`src/rtl/uart_pkg.sv`:
```
// Shared UART definitions: receiver state encoding and serial line levels.
package uart_pkg;

  typedef enum logic [2:0] {
    IDLE,
    START,
    DATA,
    PARITY,
    STOP,
    BREAK
  } rx_state_t;

  localparam int   DATA_BITS   = 8;
  localparam logic IDLE_LEVEL  = 1'b1;
  localparam logic START_LEVEL = 1'b0;
  localparam logic STOP_LEVEL  = 1'b1;

endpackage

```
`src/rtl/uart_rx_sync.sv`:
```
// Two-flop synchroniser for the asynchronous serial line; resets to the idle level.
module uart_rx_sync
  import uart_pkg::*;
(
  input  logic clk,
  input  logic rst_n,
  input  logic line,
  output logic synced
);

  logic meta;

  always_ff @(posedge clk or negedge rst_n) begin
    if (!rst_n) begin
      meta   <= IDLE_LEVEL;
      synced <= IDLE_LEVEL;
    end else begin
      meta   <= line;
      synced <= meta;
    end
  end

endmodule

```
`src/rtl/uart_receiver.sv`:
```
// UART receive stage: mid-bit sampling of 8E1 frames, parity/stop checks,
// and valid/ready delivery with error and overrun flags.
module uart_receiver
  import uart_pkg::*;
#(
  parameter int CLKS_PER_BIT = 16
) (
  input  logic       CLK,
  input  logic       RST,
  input  logic       RX_in,
  input  logic       RX_ready,
  output logic [7:0] RX_data,
  output logic       RX_valid,
  output logic       RX_parity_err,
  output logic       RX_frame_err,
  output logic       RX_overrun,
  output logic       RX_busy
);

  localparam int            CW       = $clog2(CLKS_PER_BIT);
  localparam logic [CW-1:0] HALF_END = CW'(CLKS_PER_BIT / 2 - 1);
  localparam logic [CW-1:0] FULL_END = CW'(CLKS_PER_BIT - 1);
  localparam logic [2:0]    LAST_BIT = 3'(DATA_BITS - 1);

  rx_state_t     state;
  logic          rx_s;
  logic [CW-1:0] cyc_cnt;
  logic [2:0]    bit_cnt;
  logic [7:0]    shift;
  logic          parity_bad;

  uart_rx_sync u_sync (
    .clk    (CLK),
    .rst_n  (RST),
    .line   (RX_in),
    .synced (rx_s)
  );

  // The handshake clear comes first so a frame completing in the same cycle
  // as an accept can overwrite the held byte.
  always_ff @(posedge CLK or negedge RST) begin
    if (!RST) begin
      state         <= IDLE;
      cyc_cnt       <= '0;
      bit_cnt       <= '0;
      shift         <= '0;
      parity_bad    <= 1'b0;
      RX_data       <= 8'h00;
      RX_valid      <= 1'b0;
      RX_parity_err <= 1'b0;
      RX_frame_err  <= 1'b0;
      RX_overrun    <= 1'b0;
      RX_busy       <= 1'b0;
    end else begin
      if (RX_valid && RX_ready) begin
        RX_valid   <= 1'b0;
        RX_overrun <= 1'b0;
      end

      case (state)
        IDLE: begin
          cyc_cnt <= '0;
          if (rx_s == START_LEVEL) begin
            state   <= START;
            RX_busy <= 1'b1;
          end
        end

        START: begin
          if (cyc_cnt == HALF_END) begin
            cyc_cnt <= '0;
            bit_cnt <= '0;
            if (rx_s == START_LEVEL) begin
              state <= DATA;
            end else begin
              state   <= IDLE;
              RX_busy <= 1'b0;
            end
          end else begin
            cyc_cnt <= cyc_cnt + 1'b1;
          end
        end

        DATA: begin
          if (cyc_cnt == FULL_END) begin
            cyc_cnt        <= '0;
            shift[bit_cnt] <= rx_s;
            if (bit_cnt == LAST_BIT) begin
              state <= PARITY;
            end else begin
              bit_cnt <= bit_cnt + 1'b1;
            end
          end else begin
            cyc_cnt <= cyc_cnt + 1'b1;
          end
        end

        PARITY: begin
          if (cyc_cnt == FULL_END) begin
            cyc_cnt    <= '0;
            parity_bad <= ^{shift, rx_s};
            state      <= STOP;
          end else begin
            cyc_cnt <= cyc_cnt + 1'b1;
          end
        end

        STOP: begin
          if (cyc_cnt == FULL_END) begin
            cyc_cnt <= '0;
            if (!RX_valid || RX_ready) begin
              RX_data       <= shift;
              RX_parity_err <= parity_bad;
              RX_frame_err  <= (rx_s != STOP_LEVEL);
              RX_valid      <= 1'b1;
            end else begin
              RX_overrun <= 1'b1;
            end
            if (rx_s == STOP_LEVEL) begin
              state   <= IDLE;
              RX_busy <= 1'b0;
            end else begin
              state <= BREAK;
            end
          end else begin
            cyc_cnt <= cyc_cnt + 1'b1;
          end
        end

        // Only a return to the idle level re-arms start detection.
        BREAK: begin
          cyc_cnt <= '0;
          if (rx_s == IDLE_LEVEL) begin
            state   <= IDLE;
            RX_busy <= 1'b0;
          end
        end

        default: begin
          state   <= IDLE;
          RX_busy <= 1'b0;
        end
      endcase
    end
  end

endmodule

```
`config.mk`:
```
export PLATFORM = sky130hd
export DESIGN_NAME = uart_receiver
export DESIGN_NICKNAME = d
export VERILOG_FILES = /design/src/rtl/uart_pkg.sv /design/src/rtl/uart_rx_sync.sv /design/src/rtl/uart_receiver.sv
export SDC_FILE = /design/constraint.sdc
export NUM_CORES = 1
export LEC_CHECK = 0
export BUFFER_PORTS_ARGS = -buffer_cell sky130_fd_sc_hd__clkbuf_2
export CAP_MARGIN = 10
export CORE_ASPECT_RATIO = 0.9
export CORE_MARGIN = 2
export CORE_UTILIZATION = 50
export CTS_CLUSTER_DIAMETER = 30
export DETAILED_ROUTE_END_ITERATION = 6
export MAX_ROUTING_LAYER = met4
export PLACE_DENSITY_LB_ADDON = 0.08
export RECOVER_POWER = 50
export SYNTH_ARGS = -nofsm -noshare
export SYNTH_HDL_FRONTEND = slang
export SYNTH_SLANG_ARGS = --single-unit
```
`constraint.sdc`:
```
create_clock -name CLK -period 2.3 [get_ports CLK]
set_clock_uncertainty 0.1 [all_clocks]
set_input_delay 0.115 -clock CLK [delete_from_list [all_inputs] [get_ports CLK]]
set_output_delay 0.115 -clock CLK [all_outputs]
set_load 0.005 [all_outputs]
```
==> summary.txt <==
Setup path
  • Worst Path Required: 2.37 ns
  • Worst Path Buf+Inv: 0
  • Max FO, Critical Path: 5
  • Top delay family on crit path: simple AND/OR/NAND/NOR gates
  • Worst-path cell chain: ha_1, nand4b_4, or3_4, nor3b_2, mux2_1
  • CP startpoint kind: register
  • Critical Path Max Stage Delay: 0.42 ns
  • Crit path DAT: 2.00 ns
  • CP Class: reg -> reg
  • Critical-path top delay cell: or3_4
  • Worst Setup End Kind: register

Power
  • Worst vdd ir: 311.3 uV
  • PD cells: 682.7 mW/mm2
  • P_leak: 0.9264 nW
  • Post-layout power: 0.001329 W

Timing
  • Achievable Freq: 516.8 MHz
  • Tmin final: 1.935 ns
  • Setup-failing EPs final: 0
  • Fraction of the cycle the final worst path needs: 0.8412
  • Final setup TNS: 0 ns
  • Max_slew headroom: 0.4490
  • Slew Viols, Final: 0
  • RSZ-0062 raised after global routing: no
  • Fin. Hold Viols: 0
  • Worst-Margin Slew: 0.8266 ns

GRT
  • All-Layer GR Usage: 0.1856
  • Vias in the first global route: 1091
  • Gr ovfl total: 0
  • Initial antenna violation count: 0
  • Largest net degree at the start of global routing: 35
  • First-pass GRT wire length: 5.154 mm

Yosys
  • Post-synthesis cell count: 146
  • Syn nets: 153
  • Register area share after synthesis: 0.5018
  • Synth Warn #: 0
  • Cell area after synthesis: 0.001700 mm2
  • Synth Register Bits: 34
  • Synthesized area per cell: 11.65 um2
  • Synth cell types: 41
  • FFs w/ async S/R, synth: 1.000
  • Top_reg_cell synth: dfrtp_1
  • Post-synth EDFFs: 0

Floorplan
  • Rows: 20
  • DIE WIDTH: 65.47 um
  • Ports: 17
  • Starting density of the core: 0.5148
  • Core ar.: 0.003303 mm2
  • Die height: 59.33 um
  • Die area: 0.003884 mm2

Final layout
  • # diodes: 0
  • Area grow syn2layout: 14.50%
  • Fillers: 296
  • Layout cells sized above 1: 0.2874
  • Nets@finish: 173

Clock tree
  • Clock-pin slew on the worst setup and hold paths: 0.06 ns
  • Root Buffer: clkbuf_8
  • Setup Buffers After CTS: 0
  • Num CTS Buffers: 5
  • CTS tree: done
  • CTS H-tree depth: 2
  • Clock tree buffer depth: 2
  • Clk_lat worst skew: 0.28 ns
  • # clock sinks: 34

Placed design
  • IO buf count: 16
  • Hpwl dp: 2.082 mm
  • GP Congestion: 0.8294

Run status
  • Status: complete, no violations

Routing
  • DR vias: 1160
  • # DRC: 0
  • Detail Route Antenna Nets: 0
  • DR pass1 iterations: 4
  • Via density: 5.498
  • Routed WL per cell: 14.07 um
  • Routed WL: 2.968 mm
  • Drt initial violations: 27

Hold path
  • Hold WC Path Type: reg -> reg

Job
  • MaxCap Viol Count: 0
final cells by class:
cell class | count | area (um2) | share of cell area
well taps | 44 | 55.05 | 0.02828
clock inverters | 1 | 30.03 | 0.01542
clock buffers | 7 | 86.33 | 0.04434
multi-input cells | 97 | 768.2 | 0.3946
repair buffers | 23 | 135.1 | 0.06941
inverters | 5 | 18.77 | 0.009640
flip-flops and latches | 34 | 853.3 | 0.4383
logic make-up (layout without fill, tap and decap cells):
kind of cell    Yosys count  in the layout  synth area share
compound gates           28             28            0.1111
xor+xnor                  7              7           0.04415
fa+ha+maj                 3              3           0.02208
buf+inv                  15             36           0.04635
flops                    34             34            0.5018
mux                      19             19            0.1258
simple gates             40             40            0.1486
where the power goes:
part / internal (W) / switching, W
Sequential: 0.000623 / 0.0000387
Combinational: 0.0000486 / 0.0000551
Clock: 0.000353 / 0.000211
Total: 0.00102 / 0.000304
layer usage:
metal / share of wire / GRT usage
met1: 0.50 / 0.2562
met2: 0.45 / 0.2609
met5: 0 / -
met3: 0.040 / 0.05133
met4: 0.012 / 0.07143
state kept, by name (all words and copies together), names as in the netlist:
register and flops:
RX_data 8, parity_bad 1, RX_busy 1, RX_frame_err 1, RX_parity_err 1, RX_overrun 1, bit_cnt 3, state 3
shift 8, RX_valid 1, cyc_cnt 4, u_sync.synced 1, u_sync.meta 1
metrics by stage:
step	cells	setup WS, ns	area, um2	utilization	hold slack [ns]
3_3_place_gp	200	0.4069	1805	0.5466	0.1046
4_1_cts	211	0.3503	1952	0.5909	0.2570
6_report	211	0.3651	1947	0.5894	0.2560
2_1_floorplan	146	0.4149	1700	-	-0.2806
3_5_place_dp	200	0.3628	1805	0.5466	0.1050
5_1_grt	211	0.1330	1947	0.5894	0.2567
repair_timing:
| item | in CTS | in global routing |
|---|---|---|
| hold buffers | 3 | 0 |
| endpoints found under the hold margin | 35 | 0 |
| gates resized for setup | 0 | 0 |
worst paths after layout:
kind / startpoint / end / slack [ns] / depth (start not counted)
max in group asynchronous: RST / state[2] / 1.22 / 2
hold reg to reg: u_sync.meta / u_sync.synced / 0.26 / 0
setup / recovery: cyc_cnt[0] / shift[2] / 0.37 / 5
min in group asynchronous: RST / RX_valid / 0.36 / 2
hold / removal: u_sync.meta / u_sync.synced / 0.26 / 0
setup reg to reg: cyc_cnt[0] / shift[2] / 0.37 / 5
synth_stat cells (2+ instances only):
library cell / n / share of area
nor3_1: 4 / 0.012
ha_1: 3 / 0.022
o21ai_0: 3 / 0.0088
or2_1: 2 / 0.0074
o22ai_1: 3 / 0.011
clkbuf_1: 3 / 0.0066
buf_4: 3 / 0.013
a21oi_1: 5 / 0.015
mux2_2: 18 / 0.12
a31oi_1: 2 / 0.0074
a22o_1: 4 / 0.021
nor3b_2: 2 / 0.015
o21ai_1: 2 / 0.0059
xnor2_1: 6 / 0.031
buf_2: 3 / 0.0088
o31ai_1: 2 / 0.0088
nand2_1: 8 / 0.018
dfstp_2: 2 / 0.031
nand4_1: 2 / 0.0074
nand3_1: 2 / 0.0059
dfrtp_1: 32 / 0.47
inv_1: 5 / 0.011
nor2_1: 6 / 0.013
nor3b_1: 2 / 0.0088
nand2b_1: 3 / 0.011
nand3b_1: 3 / 0.013
o21a_1: 2 / 0.0088
worst reg2reg max path, stage by stage (launching register included):
cell and delay, ns:
dfrtp_1 0.39, ha_1 0.26, nand4b_4 0.13, or3_4 0.42
nor3b_2 0.19, mux2_1 0.33
placed cells by master, fill, tap and decap left out, drive strengths merged, types with 3 or more instances in the layout:
master	n
nand2b	3
xnor2	6
inv	5
a22o	4
o21ai	5
nand3b	3
mux2	19
or2	3
nor3	4
ha	3
clkbuf	23
nor3b	4
buf	4
o22ai	3
a21oi	5
dlygate4sd3	3
nand2	8
nor2	6
dfrtp	32
Power figures use the tool's default switching activity.
